[src/rtl/hamming_pkg.sv]
// Shared types and constants for the Hamming(7,4) request scheduler.
`default_nettype none

package hamming_pkg;

  localparam int CW_W = 7;
  localparam int DW_W = 4;

  // Codeword bit positions: parity at powers of two, data elsewhere
  localparam int P1_POS = 0;
  localparam int P2_POS = 1;
  localparam int D0_POS = 2;
  localparam int P4_POS = 3;
  localparam int D1_POS = 4;
  localparam int D2_POS = 5;
  localparam int D3_POS = 6;

  typedef enum logic [1:0] {
    S_IDLE = 2'd0,
    S_EXEC = 2'd1,
    S_RESP = 2'd2
  } sched_state_t;

endpackage

`default_nettype wire

[src/rtl/hamming_codec.sv]
// Combinational Hamming(7,4) encoder / single-error-correcting decoder.
`default_nettype none

module hamming_codec
  import hamming_pkg::*;
(
  input  logic            mode,
  input  logic [CW_W-1:0] word,
  output logic [CW_W-1:0] result,
  output logic            err
);

  logic [DW_W-1:0] d;
  logic [2:0]      syn;
  logic [CW_W-1:0] fixed;

  always_comb begin
    result = '0;
    err    = 1'b0;
    d      = '0;
    syn    = '0;
    fixed  = word;
    if (!mode) begin
      d = word[DW_W-1:0];
      result[P1_POS] = d[0] ^ d[1] ^ d[3];
      result[P2_POS] = d[0] ^ d[2] ^ d[3];
      result[D0_POS] = d[0];
      result[P4_POS] = d[1] ^ d[2] ^ d[3];
      result[D1_POS] = d[1];
      result[D2_POS] = d[2];
      result[D3_POS] = d[3];
    end else begin
      syn[0] = word[0] ^ word[2] ^ word[4] ^ word[6];
      syn[1] = word[1] ^ word[2] ^ word[5] ^ word[6];
      syn[2] = word[3] ^ word[4] ^ word[5] ^ word[6];
      // Syndrome value is the 1-based position of the faulty bit
      if (syn != 3'd0) begin
        fixed[syn - 3'd1] = ~word[syn - 3'd1];
        err = 1'b1;
      end
      result = {3'b000, fixed[D3_POS], fixed[D2_POS], fixed[D1_POS], fixed[D0_POS]};
    end
  end

endmodule

`default_nettype wire

[src/rtl/hamming_scheduler.sv]
// Round-robin scheduler sharing one Hamming codec between request channels.
// Optional corrected-error counter enabled by HAMMING_SCHED_STATS_EN.
`default_nettype none

module hamming_scheduler
  import hamming_pkg::*;
#(
  parameter int NUM_CH = 2,
  parameter int CNT_W  = 8
) (
  input  logic                   clk,
  input  logic                   rst,
  input  logic [NUM_CH-1:0]      req_valid,
  output logic [NUM_CH-1:0]      req_ready,
  input  logic [NUM_CH-1:0]      req_mode,
  input  logic [CW_W*NUM_CH-1:0] req_word,
  output logic                   rsp_valid,
  input  logic                   rsp_ready,
  output logic                   rsp_id,
  output logic [CW_W-1:0]        rsp_data,
  output logic                   rsp_err,
  output logic [CNT_W-1:0]       corr_count
);

  sched_state_t state, state_nx;

  logic              ptr;
  logic              gnt_id;
  logic [NUM_CH-1:0] gnt_oh;
  logic              accept;

  logic              op_mode;
  logic [CW_W-1:0]   op_word;
  logic              op_id;

  logic [CW_W-1:0]   codec_result;
  logic              codec_err;

  always_comb begin
    gnt_id = 1'b0;
    gnt_oh = '0;
    if (req_valid[0] && req_valid[1]) gnt_id = ptr;
    else                              gnt_id = req_valid[1];
    if (|req_valid) gnt_oh[gnt_id] = 1'b1;
  end

  assign req_ready = (state == S_IDLE && !rst) ? gnt_oh : '0;
  assign accept    = |(req_valid & req_ready);
  assign rsp_valid = (state == S_RESP);

  always_comb begin
    state_nx = state;
    case (state)
      S_IDLE:  if (accept) state_nx = S_EXEC;
      S_EXEC:  state_nx = S_RESP;
      S_RESP:  if (rsp_ready) state_nx = S_IDLE;
      default: state_nx = S_IDLE;
    endcase
  end

  always_ff @(posedge clk) begin
    if (rst) begin
      state    <= S_IDLE;
      ptr      <= 1'b0;
      op_mode  <= 1'b0;
      op_word  <= '0;
      op_id    <= 1'b0;
      rsp_id   <= 1'b0;
      rsp_data <= '0;
      rsp_err  <= 1'b0;
    end else begin
      state <= state_nx;
      if (accept) begin
        op_mode <= req_mode[gnt_id];
        op_word <= req_word[int'(gnt_id)*CW_W +: CW_W];
        op_id   <= gnt_id;
        // Next contention goes to whichever channel was just passed over
        ptr     <= ~gnt_id;
      end
      if (state == S_EXEC) begin
        rsp_data <= codec_result;
        rsp_err  <= codec_err;
        rsp_id   <= op_id;
      end
    end
  end

  hamming_codec u_codec (
    .mode   (op_mode),
    .word   (op_word),
    .result (codec_result),
    .err    (codec_err)
  );

`ifdef HAMMING_SCHED_STATS_EN
  logic [CNT_W-1:0] count;

  always_ff @(posedge clk) begin
    if (rst) begin
      count <= '0;
    end else if (rsp_valid && rsp_ready && rsp_err && (count != {CNT_W{1'b1}})) begin
      count <= count + CNT_W'(1);
    end
  end

  assign corr_count = count;
`else
  assign corr_count = '0;
`endif

endmodule

`default_nettype wire

[config.mk]
export PLATFORM = sky130hd
export DESIGN_NAME = hamming_scheduler
export DESIGN_NICKNAME = d
export VERILOG_FILES = /design/src/rtl/hamming_pkg.sv /design/src/rtl/hamming_codec.sv /design/src/rtl/hamming_scheduler.sv
export SDC_FILE = /design/constraint.sdc
export NUM_CORES = 1
export LEC_CHECK = 0
export CORE_MARGIN = 2
export CORE_UTILIZATION = 48
export DETAILED_ROUTE_END_ITERATION = 10
export GPL_TIMING_DRIVEN = 1
export PLACE_DENSITY = 0.93
export SLEW_MARGIN = 20
export SYNTH_ARGS = -nofsm -noshare
export SYNTH_HDL_FRONTEND = slang
export SYNTH_SLANG_ARGS = --single-unit
[constraint.sdc]
create_clock -name clk -period 3.6 [get_ports clk]
set_input_delay 0.54 -clock clk [delete_from_list [all_inputs] [get_ports clk]]
set_output_delay 0.54 -clock clk [all_outputs]
set_load 0.02 [all_outputs]
==> results of run 1 <==
## sequential cells by signal, indices dropped and copies added, names as in the netlist
signal / cells
op_id: 1
op_mode: 1
rsp_data: 7
rsp_id: 1
ptr: 1
op_word: 7
rsp_err: 1
state: 2
## cell usage after synthesis, types with 2 or more instances
master	n
nor2_1	16
buf_4	11
clkbuf_1	7
dfxtp_1	21
xnor2_1	9
nand2b_1	3
mux2i_1	2
nand2_1	23
nand3b_1	4
a21oi_1	7
xor2_1	3
nand3_1	8
o21ai_0	3
and3_1	2
a311oi_1	9
nor3_1	5
inv_1	2
nor2b_1	3
ha_1	2
## stage by stage
| step | area [um^2] | setup WS [ps] |
|---|---|---|
| floorplan | 1260 | 1230 |
| global placement | 1500 | 901 |
| detailed placement | 1500 | 803 |
| CTS | 1530 | 802 |
| global route | 1530 | 612 |
| finish | 1530 | 800 |
## where the power goes
part / internal (mW) / switching [mW] / leakage, nW
Combinational: 0.118 / 0.121 / 0.365
Clock: 0.0416 / 0.0734 / 0.0177
Sequential: 0.253 / 0.0265 / 0.172
Total: 0.413 / 0.221 / 0.555
## worst register-to-register path, delay by kind of cell, from the launching register on
family / cells / cell delay (ps)
adder cells (fa/ha/maj): 2 / 600
multiplexers: 1 / 120
AO/OA/AOI/OAI: 2 / 600
AND/OR/NAND/NOR: 2 / 420
XOR/XNOR: 2 / 380
flip-flops: 1 / 560
## cell families after synthesis
kind of cell             Yosys count  share of synthesized area [%]
AND/OR/NAND/NOR                   67                           25.4
XOR/XNOR                          14                           12.1
buffers and inverters             22                           10.8
other                              1                          0.304
flip-flops                        21                           34.1
adder cells (fa/ha/maj)            2                           2.03
AO/OA/AOI/OAI                     24                           13.8
multiplexers                       2                           1.62
## layer usage
| metal | vias to the layer above | routed length (um) | part of all wire [%] |
|---|---|---|---|
| li1 | 557 | - | - |
| met4 | 0 | 42 | 1.7 |
| met5 | - | 0 | 0 |
| met2 | 33 | 1240 | 50 |
| met3 | 6 | 145 | 5.9 |
| met1 | 484 | 1030 | 42 |
## final timing paths
kind / end / slack, ps
setup / recovery: req_ready[0] / 800
hold / removal: rsp_id / 460
setup reg to reg: rsp_data[0] / 860
hold reg to reg: rsp_id / 460
## layout make-up
cell class,instances,share of cell area [%]
Sequential cell,21,27.5
Clock inverter,1,0.328
Multi-Input combinational cell,117,46.3
Clock buffer,3,1.47
Timing Repair Buffer,33,21.5
Tap cell,30,2.46
Inverter,2,0.491
==> run_results.csv, run 1 <==
group,metric,value,unit
grt,grt_pass1_vias,935,
timing,clock-skew-final,3.34,ps
final_layout,nFillCells,230,
grt,met3_usage,6.56,%
timing,finalCriticalPeriod,2800,ps
critical_path,slowest_stage,"clkdlybuf4s50_1",
yosys,yosysWarnings,0,
clocking,cts_tree,"done",
hold_path,hold_depth,2,
placement,io_buffers,32,
yosys,synth_top_area_share,34.1,%
yosys,synth_edf_count,0,
critical_path,max_stage_delay,610,ps
detailed_routing,wl_per_cell,11.9,um
clocking,cts_made_buffers,3,
final_layout,stdcell_count,207,
final_layout,n_antenna_cell,0,
placement,dp_hpwl,1.95,mm
placement,placed_cells,203,
final_layout,final_layout_size_suffix_gt1_share,4.52,%
power_and_ir_drop,p_leak,0.555,nW
final_layout,regArea,420,um^2
die,placementRows,18,
yosys,yosysTopAreaCell,"dfxtp_1",
detailed_routing,wl,2.46,mm
detailed_routing,drtIter0Drc,14,
timing,tightest_slew,631,ps
detailed_routing,viasPerCell,5.22,
final_layout,final_cell_mix,"clkdlybuf4s50_1 (32), nand2_1 (23), dfxtp_1 (21), nor2_1 (16)",
timing,setup_violations,0,
timing,slew_violations,0,
critical_path,crit_path_cell_trace,"clkdlybuf4s50_1 > buf_4 > nor3_1 > and3_1 > clkdlybuf4s50_1",
grt,grt-ovfl-total,0,
flow_run,maxCapViolCount,0,
final_layout,final_common_cell,"clkdlybuf4s50_1",
yosys,yosysSeqAreaShare,34.1,%
critical_path,worstSetupEndpointType,"output port",
detailed_routing,antenna_left,0,
die,start_util,50.3,%
power_and_ir_drop,powerDensity,415,mW/mm^2
timing,fmax,357,MHz
critical_path,arrival,2260,ps
yosys,ys_async_sr_fraction,0,%
timing,fin_setup_tns,0,ps
timing,max_slew_margin,57.9,%
clocking,clk_latency,310,ps
clocking,post_cts_buffers,0,
grt,grt_busiest_layer,"met2",
die,dieHeight,54.7,um
power_and_ir_drop,vdd_drop_max,0.000309,V
critical_path,crit_path_start_kind,"primary input",
yosys,syn_avg_cell_area,8.06,um^2
clocking,clk_pin_slew,110,ps
run_status,status,"finished, final reports clean",
critical_path,r2r-start,"op_word[2]",
detailed_routing,drcViolationCount,0,
final_layout,nNetsFinal,201,
final_layout,final_util,62.2,%
yosys,ys_types,32,
yosys,ys.flop_type,"dfxtp_1",
grt,grt_max_degree,21,
timing,rsz0062_at_grt,"no",
grt,globalRouteMet1Util,21.2,%
critical_path,critPathLaunch,"rst",
placement,gp_congestion,0.898,
critical_path,critPathBufInv,3,
yosys,synth_area,0.00123,mm^2
clocking,clockBufferDepth,2,
critical_path,crit_cells,5,
power_and_ir_drop,power,0.634,mW
timing,final_hold_viol_count,0,
die,core-area,0.00245,mm^2
detailed_routing,vias,1080,
final_layout,multiInputGateArea,707,um^2
hold_path,hold_path_class,"register to register",
critical_path,cpMostUsedCell,"clkdlybuf4s50_1",
grt,antenna_found_initial,0,
timing,period_share,77.8,%
clocking,cts.repair.resized,0,
grt,track_usage,18.8,%
clocking,clock_sinks,21,
clocking,ctsHoldBuffers,0,
grt,grtUsageMet2,31.7,%
critical_path,crit_path_max_fanout,20,
yosys,synth.area.top_cells,"dfxtp_1 (34%), nand2_1 (7.0%), buf_4 (6.7%)",
critical_path,rr_worst_depth,9,
die,fp.dieArea,0.00299,mm^2
die,io_pins,41,
die,chipWidth,54.7,um
grt,grt_pass1_wl,4.00,mm
yosys,ys_ff_latch,21,
critical_path,worstPathRequired,3060,ps
hold_path,holdCritStartpoint,"rsp_id",
clocking,htree_num_levels,1,
detailed_routing,drtPass1Iterations,4,
critical_path,critical_path_class,"primary input to output port",
final_layout,syn_to_final_growth,23.8,%
clocking,cts_root_buf,"clkbuf_4",
timing,hold_ws,465,ps
yosys,synthCells,153,
critical_path,cpLargestDelayFamily,"buffers and inverters",
(Power assumes the default switching activity.)
==> inputs of run 2 (changes only) <==
--- a/config.mk
+++ b/config.mk
@@ -6,10 +6,10 @@
 export NUM_CORES = 1
 export LEC_CHECK = 0
 export CORE_MARGIN = 2
-export CORE_UTILIZATION = 48
+export CORE_UTILIZATION = 45
 export DETAILED_ROUTE_END_ITERATION = 10
 export GPL_TIMING_DRIVEN = 1
-export PLACE_DENSITY = 0.93
+export PLACE_DENSITY = 0.89
 export SLEW_MARGIN = 20
 export SYNTH_ARGS = -nofsm -noshare
 export SYNTH_HDL_FRONTEND = slang
==> constraint.sdc (replaced) <==
create_clock -name clk -period 2.8 [get_ports clk]
set_input_delay 0.42 -clock clk [delete_from_list [all_inputs] [get_ports clk]]
set_output_delay 0.42 -clock clk [all_outputs]
set_load 0.02 [all_outputs]
==> run 2 against run 1 <==
Sequential power up 28%. Core utilization fell by 1.4 points. First-iteration DRC count decreased by 14%. Highest routed layer unchanged. Non-clock buffer count grew 3. Design area rose by 1.4%. Combinational power rose by 34%. Largest cell class unchanged. Largest power group unchanged. Hold slack got worse by 3.7 ps. Wire length grew 8.8%. Count of clock-buffer cells in the layout up 1.
==> run_results.csv, run 2 (synthesis results as in run 1) <==
group,metric,value,unit
critical_path,critPathBufInv,0,
die,fp.dieArea,0.00318,mm^2
timing,final_hold_viol_count,0,
grt,grt_pass1_wl,4.27,mm
critical_path,rr_worst_depth,9,
critical_path,max_stage_delay,420,ps
timing,fin_setup_tns,0,ps
clocking,clockBufferDepth,2,
final_layout,syn_to_final_growth,25.6,%
critical_path,crit_path_cell_trace,"xor2_1 > xnor2_1 > ha_1 > and2_2 > ha_1 > nor3b_1 > mux2i_1 > a2111oi_1 > a31o_1",
die,dieHeight,56.4,um
placement,dp_hpwl,2.09,mm
power_and_ir_drop,p_comb_share,39.1,%
critical_path,slowest_stage,"dfxtp_1",
die,io_pins,41,
power_and_ir_drop,swShare,34.9,%
placement,placed_cells,206,
final_layout,nNetsFinal,204,
hold_path,hold_path_class,"register to register",
flow_run,maxCapViolCount,0,
clocking,cts_root_buf,"clkbuf_4",
timing,slew_violations,0,
critical_path,r2r_slack,280,ps
timing,finalCriticalPeriod,2520,ps
critical_path,cpLargestDelayFamily,"adder cells",
power_and_ir_drop,p_leak,0.567,nW
critical_path,crit_path_max_fanout,4,
detailed_routing,wl_per_cell,12.7,um
clocking,htree_num_levels,1,
critical_path,worstSetupEndpointType,"register",
timing,setup_violations,0,
detailed_routing,wl,2.68,mm
clocking,clk_latency,310,ps
critical_path,worstPathRequired,3060,ps
power_and_ir_drop,power,0.826,mW
critical_path,r2r-start,"op_word[4]",
final_layout,stdcell_area,0.00155,mm^2
hold_path,holdCritStartpoint,"rsp_data[5]",
power_and_ir_drop,powerDensity,533,mW/mm^2
clocking,ctsHoldBuffers,0,
critical_path,critical_path_class,"register to register",
hold_path,hold_end,"rsp_data[5]",
clocking,clock_sinks,21,
clocking,cts_made_buffers,3,
power_and_ir_drop,seqPwrFrac,43.2,%
run_status,status,"finished, final reports clean",
grt,antenna_found_initial,0,
timing,clock-skew-final,5.52,ps
die,placementRows,18,
final_layout,n_antenna_cell,0,
critical_path,r2r_end,"rsp_data[0]",
placement,gp_congestion,0.892,
detailed_routing,drtPass1Iterations,4,
power_and_ir_drop,p_sw,0.288,mW
timing,fmax,397,MHz
critical_path,arrival,2770,ps
grt,grt_max_degree,20,
placement,io_buffers,32,
detailed_routing,viasPerCell,5.24,
final_layout,final_common_cell,"clkdlybuf4s50_1",
power_and_ir_drop,clockPowerShare,17.7,%
detailed_routing,drcViolationCount,0,
final_layout,final_layout_size_suffix_gt1_share,5.56,%
die,start_util,48.5,%
final_layout,largestRegisters,"op_word x7, rsp_data x7, state x2",
timing,rsz0062_at_grt,"no",
clocking,cts.repair.resized,0,
power_and_ir_drop,vdd_drop_max,0.000435,V
detailed_routing,drtIter0Drc,12,
detailed_routing,vias,1101,
final_layout,stdcell_count,210,
grt,grt-ovfl-total,0,
placement,placed_area,0.00152,mm^2
timing,period_share,89.9,%
power_and_ir_drop,p_int,0.538,mW
critical_path,crit_path_start_kind,"register",
final_layout,final_cell_mix,"clkdlybuf4s50_1 (32), nand2_1 (23), dfxtp_1 (21), nor2_1 (16)",
clocking,post_cts_buffers,0,
grt,track_usage,16.6,%
timing,tightest_slew,624,ps
timing,max_slew_margin,58.3,%
critical_path,cpMostUsedCell,"ha_1",
die,chipWidth,56.4,um
hold_path,hold_depth,2,
clocking,cts_tree,"done",
grt,grt_pass1_vias,1013,
detailed_routing,antenna_left,0,
clocking,clk_pin_slew,110,ps
die,core-area,0.00254,mm^2
==> run 2: cell count changes in the layout (fill, tap and decap cells not counted) <==
cell / previous run / this run
clkbuf_1: 0 / 1
clkinv_2: 1 / 0
buf_4: 1 / 4
==> run 2: power groups by stage <==
stage	Sequential, mW	Clock [mW]	Combinational, mW
2_1_floorplan	0.360	0	0.241
3_3_place_gp	0.362	0	0.302
3_5_place_dp	0.363	0	0.321
4_1_cts	0.356	0.150	0.323
5_1_grt	0.361	0.164	0.351
6_report	0.357	0.146	0.322
==> run 2: how the worst max path moves through the flow <==
stage               start          end  slack [ps]  cells past startpoint
6_report       op_word[4]  rsp_data[0]         280                      9
5_1_grt        op_word[4]  rsp_data[0]         130                      9
4_1_cts        op_word[4]  rsp_data[0]         280                      9
3_5_place_dp   op_word[4]  rsp_data[0]         320                      9
3_3_place_gp   op_word[4]  rsp_data[0]         430                      9
2_1_floorplan  op_word[2]  rsp_data[0]         430                     10
==> run 2: area by class of cell <==
type	instances	area [um^2]
clock buffers	4	26.3
fillers	225	996
inverters	2	7.51
multi-input cells	117	707
flip-flops and latches	21	420
well taps	30	37.5
repair buffers	36	350
==> run 2: worst reg2reg max path, delay by kind of cell, from the launching register on <==
family	cells	cell delay, ps
AOI/OAI and AO/OA	2	550
DFF	1	420
and+or+nand+nor	2	440
adders and majority gates	2	600
xor gates and xnor gates	2	340
muxes	1	120
==> run 2: per-stage QoR <==
stage | hold WS, ps | util [%] | setup WS [ps]
floorplan | 432 | - | 427
global placement | 439 | 59.8 | 428
detailed placement | 448 | 59.8 | 318
CTS | 464 | 60.9 | 276
global route | 484 | 60.9 | 134
finish | 461 | 60.9 | 284
==> run 2: per-layer routing <==
metal / routed length [um] / vias to the layer above / global-route usage, %
met1: 1140 / 507 / 18.1
met5: 0 / - / 0
met4: 23 / 0 / 3.74
met3: 143 / 4 / 4.61
li1: - / 559 / -
met2: 1370 / 31 / 31.4
